[config.mk]
export PLATFORM = sky130hd
export DESIGN_NAME = bus_arbiter_rr
export DESIGN_NICKNAME = d
export VERILOG_FILES = /design/src/rtl/bus_arbiter_rr.sv
export SDC_FILE = /design/constraint.sdc
export NUM_CORES = 1
export LEC_CHECK = 0
export CORE_ASPECT_RATIO = 0.75
export CORE_UTILIZATION = 46
export CTS_BUF_LIST = sky130_fd_sc_hd__clkbuf_2
export CTS_CLUSTER_DIAMETER = 40
export CTS_CLUSTER_SIZE = 16
export DETAILED_ROUTE_END_ITERATION = 7
export PLACE_DENSITY = 0.76
export SLEW_MARGIN = 15
export SYNTH_ARGS = -nofsm -noshare
export SYNTH_HDL_FRONTEND = slang
export SYNTH_SLANG_ARGS = --single-unit
[constraint.sdc]
create_clock -name clk -period 1.8 [get_ports clk]
set_input_delay 0.18 -clock clk [delete_from_list [all_inputs] [get_ports clk]]
set_output_delay 0.18 -clock clk [all_outputs]
set_load 0.05 [all_outputs]
[src/rtl/bus_arbiter_rr.sv]
// Round-robin bus arbiter: registered one-hot grant, hold limit, one dead GAP cycle between owners.
// Latency: one cycle from sampled rqst to grant; no backpressure, requesters hold rqst until granted.
module bus_arbiter_rr #(
    parameter int drvrs    = 4,
    parameter int max_hold = 16
) (
    input  logic                     clk,
    input  logic                     reset,
    input  logic [drvrs-1:0]         rqst,
    input  logic [drvrs-1:0]         rls,
    output logic [drvrs-1:0]         bs_grnt,
    output logic [$clog2(drvrs)-1:0] grnt_id,
    output logic                     bs_bsy,
    output logic                     trn_chng,
    output logic                     tmout
);

    localparam int IDW = $clog2(drvrs);
    localparam int HW  = $clog2(max_hold);

    localparam logic [1:0] IDLE  = 2'd0;
    localparam logic [1:0] GRANT = 2'd1;
    localparam logic [1:0] GAP   = 2'd2;

    logic [1:0]       state_q, state_d;
    logic [IDW-1:0]   ptr_q, ptr_d;
    logic [HW-1:0]    hold_cnt_q, hold_cnt_d;
    logic [drvrs-1:0] bs_grnt_q, bs_grnt_d;
    logic [IDW-1:0]   grnt_id_q, grnt_id_d;
    logic             bs_bsy_q, bs_bsy_d;
    logic             trn_chng_q, trn_chng_d;
    logic             tmout_q, tmout_d;

    logic             win_vld;
    logic [IDW-1:0]   win_id;
    logic [IDW-1:0]   cand;
    logic             rel_c;
    logic             lim_c;

    // Scan from ptr upward (mod drvrs); the first requester found wins.
    always_comb begin
        win_vld = 1'b0;
        win_id  = '0;
        cand    = '0;
        for (int i = 0; i < drvrs; i++) begin
            cand = IDW'((int'(ptr_q) + i) % drvrs);
            if (!win_vld && rqst[cand]) begin
                win_vld = 1'b1;
                win_id  = cand;
            end
        end
    end

    assign rel_c = rls[grnt_id_q] || !rqst[grnt_id_q];
    assign lim_c = (hold_cnt_q == HW'(max_hold - 1));

    always_comb begin
        state_d    = state_q;
        ptr_d      = ptr_q;
        hold_cnt_d = hold_cnt_q;
        bs_grnt_d  = bs_grnt_q;
        grnt_id_d  = grnt_id_q;
        trn_chng_d = 1'b0;
        tmout_d    = 1'b0;

        case (state_q)
            GRANT: begin
                if (rel_c || lim_c) begin
                    state_d    = GAP;
                    bs_grnt_d  = '0;
                    trn_chng_d = 1'b1;
                    // A release coinciding with the limit is a normal release.
                    tmout_d    = lim_c && !rel_c;
                    ptr_d      = (grnt_id_q == IDW'(drvrs - 1)) ? '0 : grnt_id_q + 1'b1;
                end else if (!lim_c) begin
                    hold_cnt_d = hold_cnt_q + 1'b1;
                end
            end
            default: begin
                if (win_vld) begin
                    state_d           = GRANT;
                    bs_grnt_d         = '0;
                    bs_grnt_d[win_id] = 1'b1;
                    grnt_id_d         = win_id;
                    hold_cnt_d        = '0;
                end else begin
                    state_d   = IDLE;
                    bs_grnt_d = '0;
                end
            end
        endcase

        bs_bsy_d = |bs_grnt_d;
    end

    always_ff @(posedge clk) begin
        if (reset) begin
            state_q    <= IDLE;
            ptr_q      <= '0;
            hold_cnt_q <= '0;
            bs_grnt_q  <= '0;
            grnt_id_q  <= '0;
            bs_bsy_q   <= 1'b0;
            trn_chng_q <= 1'b0;
            tmout_q    <= 1'b0;
        end else begin
            state_q    <= state_d;
            ptr_q      <= ptr_d;
            hold_cnt_q <= hold_cnt_d;
            bs_grnt_q  <= bs_grnt_d;
            grnt_id_q  <= grnt_id_d;
            bs_bsy_q   <= bs_bsy_d;
            trn_chng_q <= trn_chng_d;
            tmout_q    <= tmout_d;
        end
    end

    assign bs_grnt  = bs_grnt_q;
    assign grnt_id  = grnt_id_q;
    assign bs_bsy   = bs_bsy_q;
    assign trn_chng = trn_chng_q;
    assign tmout    = tmout_q;

endmodule

Word-level counts from Yosys, hierarchy flattened

Cells that the tools add are included.

$add $sub $neg: 5
$mul: 0
Div/mod/pow operators: 0
Magnitude comparators: 7
Equal/unequal tests: 6
Shift-type cells: 0
Muxes and demuxes: 34
Bitwise gates (word level): 2
Reduce and logical (&&, ||, !) cells: 19

Operators with widths:

| kind                | count |
|---|---|
| $mux 4              | 7 |
| $lt 2x3->1 const B  | 6 |
| $mux 2              | 7 |
| $mux 1              | 13 |
| $bmux 1 s2          | 6 |
| $ne 2x2->1 const B  | 3 |
| $logic_and 1x1->1   | 5 |
| $logic_not 1->1     | 5 |
| $add 2x1->2 const B | 2 |
| $add 2x2->2 const B | 2 |
| $add 4x1->4 const B | 1 |
| $eq 4x4->1 const B  | 1 |
| $reduce_and 2->1    | 2 |
| $reduce_or 4->1     | 1 |
| $reduce_and 3->1    | 1 |
| $reduce_or 3->1     | 1 |
| $demux 1 s2         | 1 |
| $eq 2x1->1 const B  | 1 |
| $eq 2x2->1 const B  | 1 |
| $ge 2x1->1 const B  | 1 |
| $logic_or 1x1->1    | 2 |
| $not 1->1           | 2 |
| $reduce_bool 2->1   | 1 |
| $reduce_or 2->1     | 1 |

Register bits: 17
Latch bits: 0
Bits in writable memories: 0
Bits in read-only memories: 0
Bits of input ports: 10
Output and inout bits: 9
Logic and storage cells: 81
Memories kept: 0

Depth between registers and ports, before layout

Gate-level depths: netlist of the first run.

Word-level depth: 19
Mapped depth: 5
Mapped depth without buffers: 5

Worst setup path before layout of the first run

Ideal clock, no wire load.

Path type: reg2reg
Start: register grnt_id_q[1] (netlist: grnt_id[1])
End: register hold_cnt_q[3]
Library setup time: 0.086 ns
Arrival: 2.055 ns
Data required time: 1.714 ns
Setup slack: -0.340 ns
Cell stages (with the launch flop): 4
Path buffers: 0
Period minus slack after synthesis: 2.140 ns
Path through: dfxtp_1 mux4_2 or4_1 a211oi_1

Word-level cells in the longest chain between the ends: 7
Elaborated cells on any way between the ends: 9
Classes of those cells: 1 x eq/ne; 4 x mux; 4 x reduce/logical

RTL lines:

| element                      | RTL line | source |
|---|---|---|
| start, declared              | 29       | `logic [IDW-1:0] grnt_id_q, grnt_id_d;` |
| start signal, assigned       | 111      | `grnt_id_q <= grnt_id_d;` |
| $bmux 1 s2                   | 54       | `assign rel_c = rls[grnt_id_q] \|\| !rqst[grnt_id_q];` |
| $mux 1 (implied by the code) | 54       |  |
| $logic_not 1->1              | 54       |  |
| $logic_or 1x1->1 *           | 54       |  |
| $logic_or 1x1->1 *           | 68       | `if (rel_c \|\| lim_c) begin` |
| $ne 2x2->1 (no line) *       | --       |  |
| $reduce_and 3->1 (no line) * | --       |  |
| end signal, assigned         | 109      | `hold_cnt_q <= hold_cnt_d;` |
| end, declared                | 27       | `logic [HW-1:0] hold_cnt_q, hold_cnt_d;` |

Mark *: on every way between the ends. The rest lies on a longest branch, timed or not. The select of a mux whose other input is x is not followed.
A chain may end at the register's enable or synchronous reset.

Worst setup path in the final report of the first run

Start: register grnt_id_q[0] (netlist: grnt_id[0])
End: output port grnt_id[0]

RTL lines:

| element       | RTL line | source |
|---|---|---|
| end, declared | 12       | `output logic [$clog2(drvrs)-1:0] grnt_id,` |

No word-level cell between the ends.

==> metrics.md, run 1 <==
| Metric | Value |
|---|---|
| Status | `complete, no violations` |
| TritonCTS clock tree | `done` |
| Pin count of the biggest net entering global routing | `16` |
| Rows | `13` |
| Synth top area cells | `dfxtp_1, nand2b_1, nor2b_1` |
| Cell taking the most area after synthesis | `dfxtp_1` |
| Die height | `40.0 um` |
| Worst Tran Pin Value | `0.497 ns` |
| Maximum vdd ir drop | `0.743 mV` |
| Area Overhead vs Synth | `35.5%` |
| GRT Resource Usage Total | `22.2%` |
| Post-DP HPWL | `1610 um` |
| Ys Warns | `0` |
| RD Place Congestion | `0.936` |
| IO buf count | `18` |
| Grt ovf | `0` |
| Total Routed Length | `2090 um` |
| Leak pwr | `0.000450 uW` |
| EDFF count, synth | `0` |
| Fin. max-slew vios | `0` |
| Final net count | `141` |
| Post-synthesis sequential element count | `17` |
| Clock Latency Late Sink | `0.30 ns` |
| Sequential cell fraction of total power | `47.8%` |
| P_sw | `300 uW` |
| CTS max path bufs | `2` |
| Post-synth ARST share | `0%` |
| Starting Density | `50.0%` |
| Final ANT Viol Nets | `0` |
| Crit path DAT | `1.54 ns` |
| Netlist cell types | `31` |
| Combinational power share | `32.1%` |
| Fillers | `154` |
| Slew margin rel. | `66.8%` |
| Die ar. | `2110 um2` |
| Commonest non-fill, non-tap cell in the layout | `clkdlybuf4s50_1` |
| FF-to-FF setup slack | `0.12 ns` |
| Max_cap viols | `0` |
| Startpoint types | `register` |
| N_diodes | `0` |
| Root Buffer | `clkbuf_2` |
| Wire length per cell | `13.9 um` |
| Synthesized Nets | `109` |
| Final Critical Period | `1.72 ns` |
| Non-Filler Instances | `150` |
| Clock Sink Count | `17` |
| Total placed cells including tap cells | `146` |
| Critical-path cell list | `clkdlybuf4s50_1` |
| Reg clk slew, reported paths | `0.16 ns` |
| Setup-failing EPs final | `0` |
| Unrepaired setup endpoints after global routing | `no` |
| HP Class | `reg -> reg` |
| Family with the most delay on the worst path | `buffers and inverters` |
| First drt pass iteration count | `4` |
| Global-route wire length before repair | `3310 um` |
| Ports | `19` |
| Commonest cells after routing, fill and taps aside | `clkdlybuf4s50_1, dfxtp_1, nand2b_1` |
| Int Pwr | `593 uW` |
| Via count | `855` |
| # DRC | `0` |
| Fmax | `583 MHz` |
| Mapped Cells | `97` |
| Sequential share of the synthesized area | `38.4%` |
| Core ar. | `1770 um2` |
| # resized after CTS | `0` |
| Pwr/cell area | `743 nW/um2` |
| Main synth FF type | `dfxtp_1` |
| Worst Path Buf+Inv | `1` |
| Worst Path Max Fanout | `6` |
| CTS Buf Count | `3` |
| Postcts setup bufs | `0` |
| Die width | `52.7 um` |
| Area post-placement | `1170 um2` |
| Area of the multi-input gates | `543 um2` |
| Synth Cell Area | `887 um2` |
| Clk pwr share | `20.0%` |
| Critical path class | `reg -> out` |
| Vias per cell | `5.70` |
| Post-CTS Hold Fix Bufs | `0` |
| Syn avg cell area | `9.15 um2` |
| Tcrit/Tclk final | `95.3%` |
| H-tree Lvls | `1` |
| Top cell type's share of synthesized area | `38.4%` |
| Worst setup EP type | `output pin` |
| Crit-path slowest cell | `clkdlybuf4s50_1` |
| Crit path required time | `1.62 ns` |
| Share of post-route cells with drive strength above 1 | `16.4%` |
| Initial antenna violation count | `0` |
| Drt initial violations | `26` |
| Sw frac | `33.6%` |
| Final Hold Viols | `0` |
| Layout Skew | `0.00673 ns` |
| Crit path largest cell delay | `0.82 ns` |
| Design area | `1200 um2` |
| Register area | `345 um2` |
| Vias in the first global route | `739` |
-- layout make-up --
cell class,instances,area share [%]
flip-flops and latches,17,28.7
well taps,22,2.29
inverters,1,0.312
multi-input cells,77,45.2
clock buffers,4,1.66
repair buffers,29,21.9
-- per-layer routing --
metal | vias to the layer above | track usage [%] | part of all wire (%)
met5 | - | 0 | 0
met4 | 0 | 0 | 0
met3 | 0 | 8.33 | 4.6
met2 | 25 | 38.9 | 46
met1 | 406 | 28.1 | 49
li1 | 424 | - | -
-- power by group through the flow --
stage | sequential, uW | clock (uW) | combinational (uW)
2_1_floorplan | 485 | 0 | 113
3_3_place_gp | 434 | 0 | 279
3_5_place_dp | 435 | 0 | 281
4_1_cts | 427 | 180 | 282
5_1_grt | 431 | 201 | 308
6_report | 427 | 179 | 287
-- sequential cells by signal (all words and copies together), names as in the netlist --
register and cells:
state_q 2, bs_grnt 4, ptr_q 2, bs_bsy 1, grnt_id 2, hold_cnt_q 4
trn_chng 1, tmout 1
-- path summary, 6_finish.rpt --
path                                    start       endpoint  cells past startpoint
worst max register to register     grnt_id[1]  hold_cnt_q[3]                      3
worst min-delay path            hold_cnt_q[3]  hold_cnt_q[3]                      2
worst min register to register  hold_cnt_q[3]  hold_cnt_q[3]                      2
worst max-delay path               grnt_id[0]     grnt_id[0]                      1
-- through the flow --
step	util, %	setup TNS, ns	total power, uW	worst slack, ns	hold slack, ns
after floorplan	-	0	598	0.000132	0.396
after global placement	66.3	-1.23	713	-0.195	0.478
after detailed placement	66.3	-1.61	716	-0.218	0.485
after CTS	67.4	0	889	0.0685	0.504
after global routing	67.8	0	939	0.0222	0.533
final	67.8	0	893	0.0843	0.512
-- kinds of logic after synthesis --
group | synth area share [%]
muxes | 7.47
and+or+nand+nor | 28.8
buffers and inverters | 1.27
DFF | 38.4
adders and majority gates | 2.82
AOI/OAI and AO/OA | 21.3
-- Yosys cell counts (2+ instances only) --
library cell and instances:
dfxtp_1 17, nand3_1 4, o32ai_1 4, nor2b_1 10, o21ai_0 2, a21oi_1 10, mux4_2 2, ha_1 2
nand2b_1 13, nor3b_1 2, clkbuf_1 2, o211ai_1 4, nand2_1 5, or4_1 3
(Power assumes the default switching activity.)
==> run 2, diff against run 1 <==
--- a/config.mk
+++ b/config.mk
@@ -5,13 +5,12 @@
 export SDC_FILE = /design/constraint.sdc
 export NUM_CORES = 1
 export LEC_CHECK = 0
-export CORE_ASPECT_RATIO = 0.75
-export CORE_UTILIZATION = 46
+export CORE_UTILIZATION = 55
 export CTS_BUF_LIST = sky130_fd_sc_hd__clkbuf_2
 export CTS_CLUSTER_DIAMETER = 40
 export CTS_CLUSTER_SIZE = 16
 export DETAILED_ROUTE_END_ITERATION = 7
-export PLACE_DENSITY = 0.76
+export PLACE_DENSITY = 0.89
 export SLEW_MARGIN = 15
 export SYNTH_ARGS = -nofsm -noshare
 export SYNTH_HDL_FRONTEND = slang
==> constraint.sdc (replaced) <==
create_clock -name clk -period 2.07 [get_ports clk]
set_input_delay 0.207 -clock clk [delete_from_list [all_inputs] [get_ports clk]]
set_output_delay 0.207 -clock clk [all_outputs]
set_load 0.05 [all_outputs]
==> run 2 against run 1 <==
Global-route usage is 3.2 points higher. Clock-buffer cell count is 1 lower. Clock skew is 0.0045 ns lower. Final cell count is 5.3% lower. Critical path type unchanged. Critical endpoint unchanged. First-iteration DRC count is 35% higher. Worst setup slack better by 0.11 ns. Sequential power is 13% lower. Final area is 2.8% lower.
==> metrics.md, run 2 (synthesis gave the netlist of run 1 again) <==
| Metric | Value |
|---|---|
| Share of post-route cells with drive strength above 1 | `13.5% (-2.9 points)` |
| Critical-path cell list | `clkdlybuf4s50_1` |
| # DRC | `0 (unchanged)` |
| H-tree Lvls | `1 (unchanged)` |
| FF-to-FF setup slack | `0.29 ns (+0.17 ns)` |
| Commonest cells after routing, fill and taps aside | `clkdlybuf4s50_1, dfxtp_1, nand2b_1` |
| Hold endpoint | `hold_cnt_q[3]` |
| Die ar. | `1780 um2 (-16%)` |
| Leak pwr | `0.000432 uW (-4.0%)` |
| Fillers | `115 (-25%)` |
| Worst reg2reg endpoint | `hold_cnt_q[3]` |
| Pwr/cell area | `664 nW/um2 (-11%)` |
| # resized after CTS | `0 (unchanged)` |
| Wire length per cell | `15.2 um (+9.3%)` |
| Vias in the first global route | `812 (+9.9%)` |
| Global-route wire length before repair | `3460 um (+4.6%)` |
| Drt initial violations | `35 (+35%)` |
| Unrepaired setup endpoints after global routing | `no` |
| Postcts setup bufs | `0 (unchanged)` |
| Post-CTS Hold Fix Bufs | `0 (unchanged)` |
| Crit path required time | `1.86 ns (+0.24 ns)` |
| Worst setup EP type | `output pin` |
| Critical R2R Launch | `grnt_id[1]` |
| Worst Path Buf+Inv | `1 (unchanged)` |
| Crit-path slowest cell | `clkdlybuf4s50_1` |
| Clock Sink Count | `17 (unchanged)` |
| Final net count | `139 (-1.4%)` |
| Die width | `42.2 um (-20%)` |
| Status | `complete, no violations` |
| Worst Path Max Fanout | `6 (unchanged)` |
| Combinational power share | `31.4% (-0.7 points)` |
| Grt ovf | `0 (unchanged)` |
| Maximum vdd ir drop | `0.498 mV (-33%)` |
| Core ar. | `1510 um2 (-15%)` |
| Tcrit/Tclk final | `90.4%` |
| TritonCTS clock tree | `done` |
| P_sw | `275 uW (-8.3%)` |
| Fin. max-slew vios | `0 (unchanged)` |
| Design area | `1170 um2 (-2.8%)` |
| Post-DP HPWL | `1630 um (+1.5%)` |
| Final ANT Viol Nets | `0 (unchanged)` |
| Reg clk slew, reported paths | `0.18 ns (+0.02 ns)` |
| Layout Skew | `0.00227 ns (-0.00446 ns)` |
| Sequential cell fraction of total power | `47.9% (about the same)` |
| HP Class | `reg -> reg` |
| Root Buffer | `clkbuf_2` |
| Initial antenna violation count | `0 (unchanged)` |
| Crit path largest cell delay | `0.85 ns (+0.03 ns)` |
| Final Critical Period | `1.87 ns` |
| Die height | `42.2 um (+5.3%)` |
| CTS Buf Count | `3 (unchanged)` |
| Total Routed Length | `2160 um (+3.4%)` |
| Starting Density | `58.9% (+8.9 points)` |
| Clk pwr share | `20.7% (+0.7 points)` |
| Clock Latency Late Sink | `0.32 ns (+0.02 ns)` |
| Final setup TNS | `0 ns (unchanged)` |
| Final Hold Viols | `0 (unchanged)` |
| Area Overhead vs Synth | `31.7%` |
| Int Pwr | `500 uW (-16%)` |
| Commonest non-fill, non-tap cell in the layout | `clkdlybuf4s50_1` |
| RD Place Congestion | `0.886 (-5.3%)` |
| Slew margin rel. | `66.1% (-0.67 points)` |
| Via count | `872 (+2.0%)` |
| Hold Crit Depth | `2 (unchanged)` |
| Max_cap viols | `0 (unchanged)` |
| Worst Reg2Reg Path Length in Cells | `3 (unchanged)` |
| Vias per cell | `6.14 (+7.7%)` |
| Ports | `19 (unchanged)` |
| CTS max path bufs | `2 (unchanged)` |
| GRT Resource Usage Total | `25.5% (+3.2 points)` |
| Worst Tran Pin Value | `0.507 ns (+0.0101 ns)` |
| N_diodes | `0 (unchanged)` |
| Crit path DAT | `1.67 ns (+0.13 ns)` |
| First drt pass iteration count | `4 (unchanged)` |
| Rows | `14 (+1)` |
| Min-delay src | `hold_cnt_q[3]` |
| Fmax | `534 MHz` |
| Area post-placement | `1150 um2 (-2.2%)` |
| Critical path class | `reg -> out` |
| IO buf count | `18 (unchanged)` |
| Sw frac | `35.5% (+1.9 points)` |
| Family with the most delay on the worst path | `buffers and inverters` |
| Startpoint types | `register` |
| Setup-failing EPs final | `0 (unchanged)` |
| Pin count of the biggest net entering global routing | `17 (+1)` |
## run 2: cell count changes in the layout (fill, tap and decap cells not counted), sizes merged
cell,previous run,this run
buf,11,9
clkbuf,4,3
clkinv,0,1
## run 2: cell type report
class	instances	area, um2	share of cell area, %
Multi-Input combinational cell	77	536	45.8
Timing Repair Buffer	27	248	21.2
Tap cell	16	20.0	1.71
Clock inverter	1	5.00	0.428
Clock buffer	3	15.0	1.28
Inverter	1	3.75	0.321
Sequential cell	17	342	29.2
## run 2: metal layers
metal / track usage, % / routed length (um) / up-vias
li1: - / - / 426
met2: 44.0 / 1100 / 21
met4: 13.1 / 37 / 0
met3: 2.59 / 80 / 5
met5: 0 / 0 / -
met1: 31.0 / 948 / 420
## run 2: per-stage QoR
stage,worst slack (ns),power [uW],utilization (%),cells,hold WS [ns]
after floorplan,0.130,520,-,97,0.423
after global placement,0.0271,608,76.2,138,0.482
after detailed placement,-0.0504,617,76.2,138,0.490
after CTS,0.204,770,77.6,142,0.511
after global routing,0.166,799,77.6,142,0.546
final,0.198,776,77.6,142,0.514
## run 2: power groups by stage
stage	combinational, uW	sequential [uW]	clock [uW]
global placement	233	376	0
detailed placement	238	379	0
CTS	241	371	158
finish	243	372	161
global route	257	374	168
floorplan	98.5	421	0
## run 2: worst max path at each step
stage	start	to	slack (ns)	cells past startpoint
after floorplan	grnt_id[0]	hold_cnt_q[3]	0.13	3
after global placement	rqst[2]	hold_cnt_q[3]	0.03	5
after detailed placement	rqst[2]	hold_cnt_q[3]	-0.05	5
after CTS	grnt_id[0]	grnt_id[0]	0.20	1
after global routing	grnt_id[0]	grnt_id[0]	0.17	1
final	grnt_id[0]	grnt_id[0]	0.20	1
